### config.mk
export PLATFORM = sky130hd
export DESIGN_NAME = uart_rx_fifo_flat
export DESIGN_NICKNAME = d
export VERILOG_FILES = /design/src/rtl/uart_rx_fifo_if.sv /design/src/rtl/uart_rx_fifo.sv /design/src/flat_wrapper.sv
export SDC_FILE = /design/constraint.sdc
export NUM_CORES = 1
export LEC_CHECK = 0
export BUFFER_PORTS_ARGS = -buffer_cell sky130_fd_sc_hd__buf_2
export CAP_MARGIN = 20
export CORE_UTILIZATION = 55
export DETAILED_ROUTE_END_ITERATION = 6
export PLACE_DENSITY = 0.74
export SLEW_MARGIN = 30
export SYNTH_ARGS = -nofsm -noshare
export SYNTH_HDL_FRONTEND = slang
export SYNTH_SLANG_ARGS = --single-unit
### constraint.sdc
create_clock -name clk -period 3.05 [get_ports clk]
set_clock_uncertainty 0.15 [all_clocks]
set_input_delay 0.305 -clock clk [delete_from_list [all_inputs] [get_ports clk]]
set_output_delay 0.305 -clock clk [all_outputs]
set_load 0.02 [all_outputs]
### src/rtl/uart_rx_fifo_if.sv
// rtl/uart_rx_fifo_if.sv - write, read and status bundle for the UART receive buffer
interface uart_rx_fifo_if #(
  parameter int word_size = 8,
  parameter int addr_bits = 3
);
  logic [word_size-1:0] data_in;
  logic                 write;
  logic [word_size-1:0] rd_data;
  logic                 rd_valid;
  logic                 rd_ready;
  logic [addr_bits:0]   count;
  logic                 full;
  logic                 empty;
  logic                 overrun;
  logic                 clr_overrun;
  logic                 flush;

  modport master (
    output data_in, write, rd_ready, clr_overrun, flush,
    input  rd_data, rd_valid, count, full, empty, overrun
  );

  modport slave (
    input  data_in, write, rd_ready, clr_overrun, flush,
    output rd_data, rd_valid, count, full, empty, overrun
  );
endinterface

### src/rtl/uart_rx_fifo.sv
// rtl/uart_rx_fifo.sv - FWFT receive byte buffer with occupancy, flush and sticky overrun
module uart_rx_fifo #(
  parameter int word_size = 8,
  parameter int depth     = 8,
  parameter int addr_bits = 3
) (
  input  logic           clk,
  input  logic           rstn,
  uart_rx_fifo_if.slave  bus
);

  localparam logic [addr_bits:0] full_cnt = (addr_bits + 1)'(depth);

  logic [word_size-1:0] mem [depth];
  logic [addr_bits-1:0] wp;
  logic [addr_bits-1:0] rp;
  logic [addr_bits:0]   cnt;
  logic                 ovr;

  logic is_full;
  logic is_empty;
  logic rd_ok;
  logic wr_ok;
  logic drop;

  assign is_full  = (cnt == full_cnt);
  assign is_empty = (cnt == '0);
  assign rd_ok    = !is_empty && bus.rd_ready;
  // A read in the same cycle frees a slot, so a full buffer still accepts the write.
  assign wr_ok    = bus.write && (!is_full || rd_ok);
  assign drop     = bus.write && is_full && !rd_ok && !bus.flush;

  always_ff @(posedge clk or negedge rstn) begin
    if (!rstn) begin
      for (int i = 0; i < depth; i++) mem[i] <= '0;
      wp  <= '0;
      rp  <= '0;
      cnt <= '0;
    end else if (bus.flush) begin
      wp  <= '0;
      rp  <= '0;
      cnt <= '0;
    end else begin
      if (wr_ok) begin
        mem[wp] <= bus.data_in;
        wp      <= wp + 1'b1;
      end
      if (rd_ok) rp <= rp + 1'b1;
      case ({wr_ok, rd_ok})
        2'b10:   cnt <= cnt + 1'b1;
        2'b01:   cnt <= cnt - 1'b1;
        default: cnt <= cnt;
      endcase
    end
  end

  // Set beats clear; flush leaves the flag alone (drop is already masked by flush).
  always_ff @(posedge clk or negedge rstn) begin
    if (!rstn)                ovr <= 1'b0;
    else if (drop)            ovr <= 1'b1;
    else if (bus.clr_overrun) ovr <= 1'b0;
  end

  assign bus.rd_data  = mem[rp];
  assign bus.rd_valid = !is_empty;
  assign bus.count    = cnt;
  assign bus.full     = is_full;
  assign bus.empty    = is_empty;
  assign bus.overrun  = ovr;

endmodule

### src/flat_wrapper.sv
// flat-port wrapper written by rule: the top's interface ports become plain ports
module uart_rx_fifo_flat 
#(
  parameter int word_size = 8,
  parameter int depth     = 8,
  parameter int addr_bits = 3
)
  (clk, rstn, bus_data_in, bus_write, bus_rd_ready, bus_clr_overrun, bus_flush, bus_rd_data, bus_rd_valid, bus_count, bus_full, bus_empty, bus_overrun);
  uart_rx_fifo_if #(.word_size(word_size), .addr_bits(addr_bits)) bus_i ();
  input  logic clk;
  input  logic rstn;
  input wire logic [$bits(bus_i.data_in)-1:0] bus_data_in;
  input wire logic [$bits(bus_i.write)-1:0] bus_write;
  input wire logic [$bits(bus_i.rd_ready)-1:0] bus_rd_ready;
  input wire logic [$bits(bus_i.clr_overrun)-1:0] bus_clr_overrun;
  input wire logic [$bits(bus_i.flush)-1:0] bus_flush;
  output wire logic [$bits(bus_i.rd_data)-1:0] bus_rd_data;
  output wire logic [$bits(bus_i.rd_valid)-1:0] bus_rd_valid;
  output wire logic [$bits(bus_i.count)-1:0] bus_count;
  output wire logic [$bits(bus_i.full)-1:0] bus_full;
  output wire logic [$bits(bus_i.empty)-1:0] bus_empty;
  output wire logic [$bits(bus_i.overrun)-1:0] bus_overrun;
  assign bus_i.data_in = bus_data_in;
  assign bus_i.write = bus_write;
  assign bus_i.rd_ready = bus_rd_ready;
  assign bus_i.clr_overrun = bus_clr_overrun;
  assign bus_i.flush = bus_flush;
  assign bus_rd_data = bus_i.rd_data;
  assign bus_rd_valid = bus_i.rd_valid;
  assign bus_count = bus_i.count;
  assign bus_full = bus_i.full;
  assign bus_empty = bus_i.empty;
  assign bus_overrun = bus_i.overrun;
  uart_rx_fifo #(.word_size(word_size), .depth(depth), .addr_bits(addr_bits)) u_core (.clk(clk), .rstn(rstn), .bus(bus_i));
endmodule
; Word level (Yosys, flattened, before mapping)
; Cells that the tools add are included.
; W data, S select, Z words.
[word_totals]
ff_bits = 75
input_bits = 14
elab_cells = 56
[op_classes]
n_addsub = 4
magnitude_cmp = 3
eq_ne = 3
muxes = 14
n_bitwise = 3
n_reduce_logical = 17
[op_table]
columns = op, count
row1 = $bwmux W64, 1
row2 = $bmux W8 S3, 1
row3 = $demux W8 S3, 1
row4 = $mux W8, 3
row5 = $mux W3, 4
row6 = $ge A4 B4 Y1 const B, 2
row7 = $not A3 Y4, 2
row8 = $pmux W4 S2, 1
row9 = $add A3 B1 Y3 const B, 2
row10 = $logic_and A1 B1 Y1, 6
row11 = $reduce_bool A2 Y1, 3
row12 = $add A4 B1 Y4 const B, 1
row13 = $eq A4 B4 Y1 const B, 1
row14 = $logic_not A1 Y1, 4
row15 = $logic_not A4 Y1, 1
row16 = $lt A4 B1 Y1 const B, 1
row17 = $mux W4, 1
row18 = $sub A4 B1 Y4 const B, 1
row19 = $reduce_bool A3 Y1, 1
row20 = $eq A2 B1 Y1 const B, 1
row21 = $eq A2 B2 Y1 const B, 1
row22 = $mux W1, 2
row23 = $reduce_and A2 Y1, 1
row24 = $logic_or A1 B1 Y1, 1
row25 = $not A1 Y1, 1

; Longest topological paths before layout
; Gate-level depths: netlist of run 1.
[logic_depth]
word_depth = 8
ltp_mapped = 9

; Worst setup path before layout of run 1
; OpenSTA, ideal clock, no wires.
[synth_path]
kind = flip-flop to flip-flop
from = reg u_core.cnt[0], in the netlist u_core.bus.count[0]
to = reg u_core.cnt[3], in the netlist u_core.bus.count[3]
setup_time_ns = 0.068
arrival_ns = 2.365
required_ns = 2.832
setup_slack_ns = 0.467
path_stages_with_launch = 10
period_less_slack_ns = 2.583
cell_sequence = dfrtp_1 > or3_1 > buf_6 > o21ai_0 > nor2_1 > ha_1 > a21oi_1 > nand2_1 > o31a_1 > nand3_1
[synth_via]
elab_chain_cells = 8
elab_cells_between_ends = 14
[synth_rtl]
columns = element, line
row1 = from (decl), uart_rx_fifo.sv:17  ; logic [addr_bits:0] cnt;
row2 = from (signal assigned), uart_rx_fifo.sv:50  ; 2'b10: cnt <= cnt + 1'b1;
row3 = from (signal assigned), uart_rx_fifo.sv:51  ; 2'b01: cnt <= cnt - 1'b1;
row4 = from (signal assigned), uart_rx_fifo.sv:52  ; default: cnt <= cnt;
row5 = $logic_not A4 Y1, uart_rx_fifo.sv:27  ; assign is_empty = (cnt == '0);
row6 = $logic_not A1 Y1, uart_rx_fifo.sv:28  ; assign rd_ok = !is_empty && bus.rd_ready;
row7 = $logic_and A1 B1 Y1, uart_rx_fifo.sv:28
row8 = $logic_or A1 B1 Y1, uart_rx_fifo.sv:30  ; assign wr_ok = bus.write && (!is_full || rd_ok);
row9 = $logic_and A1 B1 Y1, uart_rx_fifo.sv:30
row10 = $eq A2 B1 Y1 or $eq A2 B2 Y1 (tied branches), uart_rx_fifo.sv:49  ; case ({wr_ok, rd_ok})
row11 = $pmux W4 S2, uart_rx_fifo.sv:49
row12 = $mux W4, uart_rx_fifo.sv:39  ; end else if (bus.flush) begin
; Several ways; a longest one is shown, not always the timed one.
; A chain may end at the register's enable or synchronous reset.

; Final worst setup path of run 1
; Ends and elaborated chain as after synthesis.

==> results of run 1 <==
-- where the power goes --
group | internal (uW) | switching (uW)
Clock | 372 | 345
Combinational | 647 | 619
Sequential | 1230 | 165
-- placed cells by master, fill, tap and decap left out, types with 2 or more instances in the layout --
cell      Yosys  final
mux2i_1       4      4
o21ai_0       2      2
clkbuf_1      2      3
clkinv_2      0      2
nor2_1       15     15
nand2b_1      2      2
clkbuf_8      1      9
ha_1          4      4
dfrtp_1      75     75
nor4_4        2      2
buf_4         1      4
mux2_2       56     56
or3_1         3      3
mux4_2       16     16
nand3_1       2      2
inv_1         3      3
nand2_1       4      4
xor2_1        3      3
o211ai_1      3      3
mux2_4       16     16
xnor2_1       4      4
buf_2         3     28
-- tightest hold or removal path, cell delays in order --
cell and delay, ns:
buf_2 0.09, inv_1 0.04, a22o_1 0.12
-- cells in the mapped netlist, types with 2 or more instances --
| cell type | count | area [sq um] |
|---|---|---|
| nor4_4 | 2 | 42.5 |
| nor2_1 | 15 | 56.3 |
| mux2_4 | 16 | 240 |
| nand2_1 | 4 | 15.0 |
| mux4_2 | 16 | 360 |
| buf_1 | 2 | 7.51 |
| or3_1 | 3 | 18.8 |
| nand3_1 | 2 | 10.0 |
| dfrtp_1 | 75 | 1880 |
| nand2b_1 | 2 | 12.5 |
| inv_1 | 3 | 11.3 |
| mux2i_1 | 4 | 40.0 |
| mux2_2 | 56 | 631 |
| buf_6 | 5 | 56.3 |
| o21ai_0 | 2 | 10.0 |
| clkbuf_1 | 2 | 7.51 |
| buf_2 | 3 | 15.0 |
| o211ai_1 | 3 | 22.5 |
| ha_1 | 4 | 50.1 |
| xor2_1 | 3 | 26.3 |
| xnor2_1 | 4 | 35.0 |
-- sequential cells by signal, summed over array words and instances (netlist names) --
name and flops:
u_core.rp 3, u_core.bus.overrun 1, u_core.bus.count 4, u_core.wp 3, u_core.mem 64
-- layout make-up --
class / count / area [sq um]
clock buffer: 12 / 135
clock inverter: 3 / 40.0
fill: 497 / 2340
inverter: 3 / 11.3
multi-input combinational: 157 / 1810
sequential: 75 / 1880
tap: 77 / 96.3
timing repair buffer: 34 / 191
-- routing by layer --
metal	share of wire [%]	wire (um)
met4	1.6	109
met1	49	3360
met3	2.4	164
met5	0	0
met2	47	3270
-- cell families after synthesis --
kind of cell             Yosys count
multiplexers                      92
flip-flops                        75
AND/OR/NAND/NOR                   40
buffers and inverters             17
AO/OA/AOI/OAI                     13
XOR/XNOR                           7
adder cells (fa/ha/maj)            5
-- metrics by stage --
| step | instance area [sq um] | util [%] | cells | total power [uW] |
|---|---|---|---|---|
| floorplan | 3800 | - | 249 | 2380 |
| global placement | 3970 | 61.1 | 345 | 2670 |
| detailed placement | 3970 | 61.1 | 345 | 2700 |
| CTS | 4150 | 63.9 | 361 | 3420 |
| global route | 4160 | 64.0 | 361 | 3600 |
| finish | 4160 | 64.0 | 361 | 3380 |
-- final timing paths --
check	startpoint	end	slack (ns)	depth (start not counted)
min in group asynchronous	rstn	u_core.mem[22]$_DFFE_PN0P_	0.39	2
max in group asynchronous	rstn	u_core.rp[1]$_DFFE_PN0P_	1.90	2
worst max register to register	u_core.bus.count[0]$_DFFE_PN0P_	u_core.bus.count[3]$_DFFE_PN0P_	0.44	8
worst min register to register	u_core.mem[41]$_DFFE_PN0P_	u_core.mem[41]$_DFFE_PN0P_	0.35	1
worst max-delay path	u_core.bus.count[0]$_DFFE_PN0P_	u_core.bus.count[3]$_DFFE_PN0P_	0.44	8
worst min-delay path	bus_clr_overrun	u_core.bus.overrun$_DFFE_PN0P_	0.09	3
==> impl_metrics.py, run 1 <==
metrics = {
    "run_status": {
        "outcome": "completed",
    },
    "critical_path": {
        "crit_fanout": 7,
        "criticalPathCategory": "flop to flop",
        "critPathLaunchType": "flop",
        "arrival_ns": 2.74,
        "crit_buf_inv": 0,
        "cpLargestDelayFamily": "compound AO/OA/AOI/OAI gates",
        "cp.required_ns": 3.18,
        "slowest_delay_ns": 0.47,
        "endpoint_kind": "flop",
        "cp_slowest_cell": "dfrtp_1",
        "crit_chain": "or3_1 -> o21ai_0 -> nor2_1 -> ha_1 -> a21oi_1 -> nand2_1 -> o31a_1 -> nand3_1",
    },
    "sta": {
        "fin_setup_tns_ns": 0,
        "fin_crit_sh_pct": 85.5,
        "rsz0062_at_grt": "no",
        "worstMarginPinSlew_ns": 0.795,
        "setup_viol_count_final": 0,
        "period_needed_ns": 2.61,
        "final_hold_viol_count": 0,
        "max_slew_margin_pct": 46.7,
        "maxSlewViolCount": 0,
        "max_freq_mhz": 384,
        "setup_slack_ns": 0.443,
        "whs_ns": 0.0949,
    },
    "global_route": {
        "use_met3_pct": 4.47,
        "met2_usage_pct": 32.8,
        "gr-total-overflow": 0,
        "grt_start_max_net_pins": 76,
        "grtUsageTotal_pct": 21.6,
        "use_met1_pct": 30.5,
        "antenna_found_initial": 0,
        "grt_pass1_vias": 2167,
        "grt_pass1_wl_mm": 11.5,
        "top_usage_layer": "met2",
    },
    "placed_design": {
        "dp_hpwl_mm": 4.40,
        "portBuffers": 29,
        "place_congestion": 0.755,
        "dp_slack_ns": 0.472,
    },
    "yosys": {
        "synth_cell_types": 44,
        "syn_inst": 249,
        "syn_area_per_cell_sq_um": 15.3,
        "yosys.area_share.simple_pct": 7.67,
        "syn_nets": 268,
        "synth-warning-count": 0,
        "synth-compound-area-share_pct": 2.93,
        "synth-seq-area-share_pct": 49.4,
        "synth_top_family_by_area": "multiplexers",
        "ys_ff_latch": 75,
        "synth.mux.area_fraction_pct": 33.4,
        "netlist_area_sq_mm": 0.00380,
        "synth_xor_area_share_pct": 1.61,
        "synth-edff-count": 0,
        "synthAdderAreaFrac_pct": 1.84,
        "async_reset_ff_share_pct": 100,
        "synthFlopType": "dfrtp_1",
    },
    "routing": {
        "wl_per_cell_um": 19.1,
        "via_per_inst": 5.89,
        "antenna_left": 0,
        "drc": 0,
        "num_vias": 2125,
        "firstDrtPassIters": 4,
        "routed_wl_mm": 6.91,
        "drt_iter0_drc": 63,
    },
    "clock_tree": {
        "worstSkewPairLatency_ns": 0.34,
        "tritoncts": "built",
        "post_cts_buffers": 0,
        "root_buffer": "clkbuf_8",
        "cts_resized": 0,
        "h-tree-depth": 3,
        "clk_path_buf_depth": 2,
        "hold_buffers": 1,
        "clk_pin_slew_worst_paths_ns": 0.07,
        "clkSinkCount": 75,
        "cts_made_buffers": 9,
    },
    "power": {
        "vdd_drop_max_mv": 0.476,
        "cellPowerDensity_mw_per_mm2": 812,
        "p_leak_uw": 0.00197,
    },
    "floorplanning": {
        "core-area_sq_mm": 0.00649,
        "initial_core_util_pct": 58.5,
        "io_pins": 30,
        "dieWidth_um": 85.1,
        "rows": 29,
        "die_area_sq_mm": 0.00725,
        "die_y_um": 85.1,
    },
    "final_layout": {
        "layout-drive-gt1-share_pct": 50.7,
        "nets": 299,
        "antennaDiodeCount": 0,
        "syn_to_final_growth_pct": 9.35,
    },
    "min_path": {
        "hold_class": "input port to flop",
    },
    "flow_run": {
        "cap_viol_max_count": 0,
    },
}
Power figures use the tool's default switching activity.
==> run 2: changes to the inputs <==
- PLACE_DENSITY: 0.74 -> 0.84
==> run 2 against run 1 <==
  * Cell count is 0.28% higher
  * Sequential share of layout area is 0.66 points lower
  * Core utilization is 0.94 points higher
  * First-iteration DRC count is 25% higher
  * Count of clock-buffer cells in the layout is 3 lower
  * Setup slack better by 0.047 ns
  * Clock power is 23% higher
  * Cell area is 1.5% higher
  * Largest power group unchanged
  * Register-to-register slack better by 0.05 ns
  * Critical path type unchanged
  * Flip-flop and latch count stayed put
  * Largest cell class unchanged
  * Sequential power hardly changed
==> impl_metrics.py, run 2 (synthesis gave the netlist of run 1 again) <==
metrics = {
    "sta": {
        "setup_viol_count_final": 0,
        "max_slew_margin_pct": 52.4,
        "fin_crit_sh_pct": 83.9,
        "rsz0062_at_grt": "no",
        "period_needed_ns": 2.56,
        "fin_setup_tns_ns": 0,
        "worstMarginPinSlew_ns": 0.709,
        "maxSlewViolCount": 0,
        "final_hold_viol_count": 0,
        "max_freq_mhz": 391,
        "whs_ns": 0.0800,
    },
    "floorplanning": {
        "initial_core_util_pct": 58.5,
        "core-area_sq_mm": 0.00649,
        "die_area_sq_mm": 0.00725,
        "rows": 29,
        "die_y_um": 85.1,
        "dieWidth_um": 85.1,
        "io_pins": 30,
    },
    "routing": {
        "routed_wl_mm": 6.88,
        "num_vias": 2129,
        "antenna_left": 0,
        "drc": 0,
        "drt_iter0_drc": 79,
        "via_per_inst": 5.88,
        "wl_per_cell_um": 19.0,
        "firstDrtPassIters": 4,
    },
    "final_layout": {
        "largest_reg_flops": 64,
        "syn_to_final_growth_pct": 11.0,
        "nets": 299,
        "finalInstanceArea_sq_mm": 0.00422,
        "layout-drive-gt1-share_pct": 51.9,
        "final_common_cell": "dfrtp_1",
        "final-seq-area_sq_mm": 0.00188,
        "final_cell_mix": "dfrtp_1 (75), mux2_2 (56), buf_2 (29), mux4_2 (16), mux2_4 (16)",
        "top_register": "u_core.mem",
        "fill_cells": 456,
        "antennaDiodeCount": 0,
        "multi_input_area_sq_mm": 0.00181,
    },
    "global_route": {
        "met2_usage_pct": 35.3,
        "grt_start_max_net_pins": 76,
        "grt_pass1_wl_mm": 11.4,
        "gr-total-overflow": 0,
        "top_usage_layer": "met2",
        "grt_pass1_vias": 2209,
        "use_met1_pct": 27.7,
        "grtUsageTotal_pct": 21.4,
        "use_met3_pct": 3.89,
        "antenna_found_initial": 0,
    },
    "critical_path": {
        "startpoint": "u_core.bus.count[0]$_DFFE_PN0P_",
        "timing.rr.end": "u_core.bus.count[3]$_DFFE_PN0P_",
        "crit_path_end": "u_core.bus.count[3]$_DFFE_PN0P_",
        "crit_fanout": 7,
        "cp.required_ns": 3.20,
        "arrival_ns": 2.71,
        "endpoint_kind": "flop",
        "critPathLaunchType": "flop",
        "reg2reg_slack_ns": 0.49,
        "r2r_start": "u_core.bus.count[0]$_DFFE_PN0P_",
        "criticalPathCategory": "flop to flop",
        "reg2reg_depth": 8,
    },
    "power": {
        "cellPowerDensity_mw_per_mm2": 843,
        "combPwrFrac_pct": 36.0,
        "seqPwrFrac_pct": 39.2,
        "p_leak_uw": 0.00200,
        "internal-power_uw": 2350,
        "swShare_pct": 34.0,
        "p_switching_uw": 1210,
        "vdd_drop_max_mv": 0.412,
        "clkPwrFrac_pct": 24.8,
    },
    "placed_design": {
        "place_congestion": 0.732,
        "placed_cell_area_sq_mm": 0.00398,
        "dp_hpwl_mm": 4.35,
        "portBuffers": 29,
    },
    "run_status": {
        "outcome": "completed",
    },
    "flow_run": {
        "cap_viol_max_count": 0,
    },
    "clock_tree": {
        "cts_resized": 0,
        "worstSkewPairLatency_ns": 0.36,
        "root_buffer": "clkbuf_8",
        "cts_made_buffers": 9,
        "post_cts_buffers": 0,
        "tritoncts": "built",
        "clkSinkCount": 75,
        "clk_path_buf_depth": 2,
        "clk_pin_slew_worst_paths_ns": 0.08,
        "h-tree-depth": 3,
    },
    "min_path": {
        "hold_class": "input port to flop",
    },
}
## run 2: cell count changes in the layout (fill, tap and decap cells not counted)
cell	change
inv_6	+3
clkbuf_1	-3
clkinv_4	+1
buf_6	-1
clkinv_2	-2
inv_8	+1
buf_2	+1
bufinv_16	+1
buf_12	+1
buf_4	-1
## run 2: worst max-delay path, stage by stage, from the launching register on
cell     delay (ns)
dfrtp_1        0.48
or3_1          0.39
o21ai_0        0.38
nor2_1         0.17
ha_1           0.35
a21oi_1        0.13
nand2_1        0.12
o31a_1         0.25
nand3_1        0.08
## run 2: repair_timing
| action | in CTS | in global routing |
|---|---|---|
| hold endpoints to repair | 75 | 0 |
| hold buffers | 1 | 0 |
| setup endpoints to repair | 0 | 0 |
## run 2: layer usage
metal | vias up | part of all wire, %
li1 | 987 | -
met1 | 1093 | 44
met2 | 37 | 51
met3 | 12 | 3.3
met4 | 0 | 1.8
met5 | - | 0
## run 2: stage by stage
stage	utilization [%]	setup slack, ns	instances	total power (uW)
2_1_floorplan	-	0.467	249	2380
3_3_place_gp	61.2	0.616	345	2650
3_5_place_dp	61.2	0.489	345	2700
4_1_cts	64.9	0.471	362	3580
5_1_grt	64.9	0.293	362	3740
6_report	64.9	0.491	362	3550
## run 2: power by group through the flow
stage / combinational (uW) / sequential (uW) / clock (uW)
after floorplan: 1000 / 1380 / 0
after global placement: 1260 / 1390 / 0
after detailed placement: 1290 / 1410 / 0
after CTS: 1300 / 1390 / 894
after global routing: 1380 / 1430 / 935
final: 1280 / 1390 / 882
## run 2: area by class of cell
cell class                 count  share of cell area (%)
sequential                    75                    44.5
clock inverter                 7                    2.52
timing repair buffer          34                    4.69
tap                           77                    2.28
multi-input combinational    157                    42.8
clock buffer                   9                    2.94
inverter                       3                   0.267
## run 2: worst min path at each step
stage	start	endpoint	slack (ns)	cells after the start
6_report	bus_clr_overrun	u_core.bus.overrun$_DFFE_PN0P_	0.08	3
4_1_cts	bus_clr_overrun	u_core.bus.overrun$_DFFE_PN0P_	0.08	3
3_5_place_dp	rstn	u_core.mem[9]$_DFFE_PN0P_	0.22	2
2_1_floorplan	rstn	u_core.bus.count[0]$_DFFE_PN0P_	-0.14	0
3_3_place_gp	rstn	u_core.mem[25]$_DFFE_PN0P_	0.22	2
5_1_grt	bus_clr_overrun	u_core.bus.overrun$_DFFE_PN0P_	0.1	3
==> run 3: changes to the inputs <==
- CORE_UTILIZATION: 55 -> 54
- PLACE_DENSITY: 0.84 -> 0.86
- clock period: 3.05 -> 2.15 ns (I/O delays scaled with it)
==> run 3 against run 2 <==
  * The flow now finishes with violations (setup timing)
  * Setup slack worse by 0.61 ns
  * Count of clock-buffer cells in the layout is 3 higher
  * Total power is 54% higher
  * Worst hold slack worse by 0.023 ns
  * Cell count is 13% higher
  * Core utilization is 3.1 points higher
  * Die area is 1.8% higher
  * Routed wire length is 14% higher
  * Non-clock buffer count is 28 higher
  * Via count is 5.8% higher
  * Sequential share of layout area is 3.8 points lower
==> impl_metrics.py, run 3 (synthesis gave the netlist of run 1 again) <==
metrics = {
    "run_status": {
        "outcome": "finished with violations",
        "violations": "setup timing",
    },
    "routing": {
        "wl_per_cell_um": 19.1,
        "via_per_inst": 5.51,
        "drc": 0,
        "firstDrtPassIters": 4,
        "num_vias": 2252,
        "drt_iter0_drc": 89,
        "antenna_left": 0,
        "routed_wl_mm": 7.83,
    },
    "sta": {
        "max_freq_mhz": 440,
        "final_hold_viol_count": 0,
        "worstMarginPinSlew_ns": 0.719,
        "fin_crit_sh_pct": 106,
        "setup_slack_ns": -0.120,
        "rsz0062_at_grt": "yes",
        "max_slew_margin_pct": 51.7,
        "maxSlewViolCount": 0,
        "period_needed_ns": 2.27,
        "setup_viol_count_final": 8,
        "whs_ns": 0.0575,
    },
    "final_layout": {
        "largest_reg_flops": 64,
        "layout-drive-gt1-share_pct": 59.1,
        "nets": 327,
        "final_cell_mix": "dfrtp_1 (72), mux2_2 (52), buf_4 (25), buf_2 (21), mux2_4 (20)",
        "antennaDiodeCount": 0,
        "final_common_cell": "dfrtp_1",
        "fin_cells": 409,
        "top_register": "u_core.mem",
        "syn_to_final_growth_pct": 21.6,
    },
    "critical_path": {
        "cp.required_ns": 1.78,
        "endpoint_kind": "output pin",
        "crit_fanout": 5,
        "criticalPathCategory": "flop to output pin",
        "arrival_ns": 1.91,
        "critPathLaunchType": "flop",
    },
    "clock_tree": {
        "root_buffer": "clkbuf_8",
        "worstSkewPairLatency_ns": 0.35,
        "cts_made_buffers": 9,
        "clk_pin_slew_worst_paths_ns": 0.08,
        "clkSinkCount": 75,
        "h-tree-depth": 3,
        "tritoncts": "built",
        "clk_path_buf_depth": 2,
    },
    "floorplanning": {
        "dieWidth_um": 85.9,
        "core-area_sq_mm": 0.00679,
        "rows": 30,
        "initial_core_util_pct": 55.9,
        "die_y_um": 85.9,
        "io_pins": 30,
        "die_area_sq_mm": 0.00738,
    },
    "power": {
        "cellPowerDensity_mw_per_mm2": 1180,
        "internal-power_uw": 3670,
        "vdd_drop_max_mv": 0.795,
        "power_uw": 5470,
        "combPwrFrac_pct": 43.8,
        "p_switching_uw": 1800,
        "swShare_pct": 32.9,
        "seqPwrFrac_pct": 35.8,
        "p_leak_uw": 0.00218,
        "clkPwrFrac_pct": 20.4,
    },
    "global_route": {
        "grt_pass1_vias": 2458,
        "grtUsageTotal_pct": 23.9,
        "antenna_found_initial": 0,
        "grt_start_max_net_pins": 35,
        "gr-total-overflow": 0,
        "grt_pass1_wl_mm": 12.7,
    },
    "placed_design": {
        "portBuffers": 29,
        "dp_hpwl_mm": 5.10,
        "dp_slack_ns": -0.0376,
        "place_congestion": 0.805,
        "placedCellCount": 382,
    },
    "flow_run": {
        "cap_viol_max_count": 0,
    },
    "min_path": {
        "hold_class": "input port to flop",
    },
}
run 3: power groups by stage:
| stage | Sequential, uW | Combinational, uW | Clock [uW] |
|---|---|---|---|
| final | 1960 | 2400 | 1110 |
| after global routing | 2000 | 2580 | 1210 |
| after global placement | 1930 | 1970 | 0 |
| after floorplan | 1960 | 1480 | 0 |
| after CTS | 1940 | 2210 | 1140 |
| after detailed placement | 1960 | 2030 | 0 |
run 3: repair_timing:
item,4_1_cts,5_1_grt
endpoints found under the hold margin,51,0
setup buffers,3,4
resized for setup,16,15
gates cloned,0,1
pin swaps,1,7
endpoints found under the setup margin,25,20
hold buffers,3,0
run 3: cell type report:
cell class,instances,area [sq um]
fill,459,2170
multi-input combinational,157,1890
sequential,75,1880
timing repair buffer,62,513
clock buffer,12,155
tap,96,120
clock inverter,4,48.8
inverter,3,11.3
run 3: critical path, stage by stage, from the launching register on:
cell     delay [ns]
dfrtp_2        0.46
buf_8          0.16
mux4_2         0.51
mux2_2         0.29
buf_6          0.13
run 3: stage by stage:
step                util, %  area [sq um]  setup TNS, ns
finish                 68.0          4620         -0.852
global route           68.0          4620          -1.22
CTS                    66.3          4510         -0.896
detailed placement     61.7          4190         -0.291
global placement       61.7          4190              0
floorplan                 -          3840         -0.249
run 3: final timing paths:
| path | slack, ns | end | startpoint | cells past startpoint |
|---|---|---|---|---|
| setup / recovery | -0.12 | bus_rd_data[4] | u_core.rp[0]$_DFFE_PN0P_ | 4 |
| hold / removal | 0.06 | u_core.mem[13]$_DFFE_PN0P_ | bus_data_in[5] | 2 |
| setup reg to reg | 0.06 | u_core.mem[23]$_DFFE_PN0P_ | u_core.bus.count[2]$_DFFE_PN0P_ | 6 |
| hold reg to reg | 0.36 | u_core.mem[43]$_DFFE_PN0P_ | u_core.mem[43]$_DFFE_PN0P_ | 1 |
| max in group asynchronous | 1.11 | u_core.bus.count[2]$_DFFE_PN0P_ | rstn | 3 |
| min in group asynchronous | 0.17 | u_core.mem[15]$_DFFE_PN0P_ | rstn | 2 |
run 3: per-layer routing:
layer	vias up	share of wire (%)	track usage, %
li1	1034	-	-
met1	1171	45	31.8
met2	38	50	38.2
met3	9	3.4	6.83
met4	0	1.5	7.58
met5	-	0	0
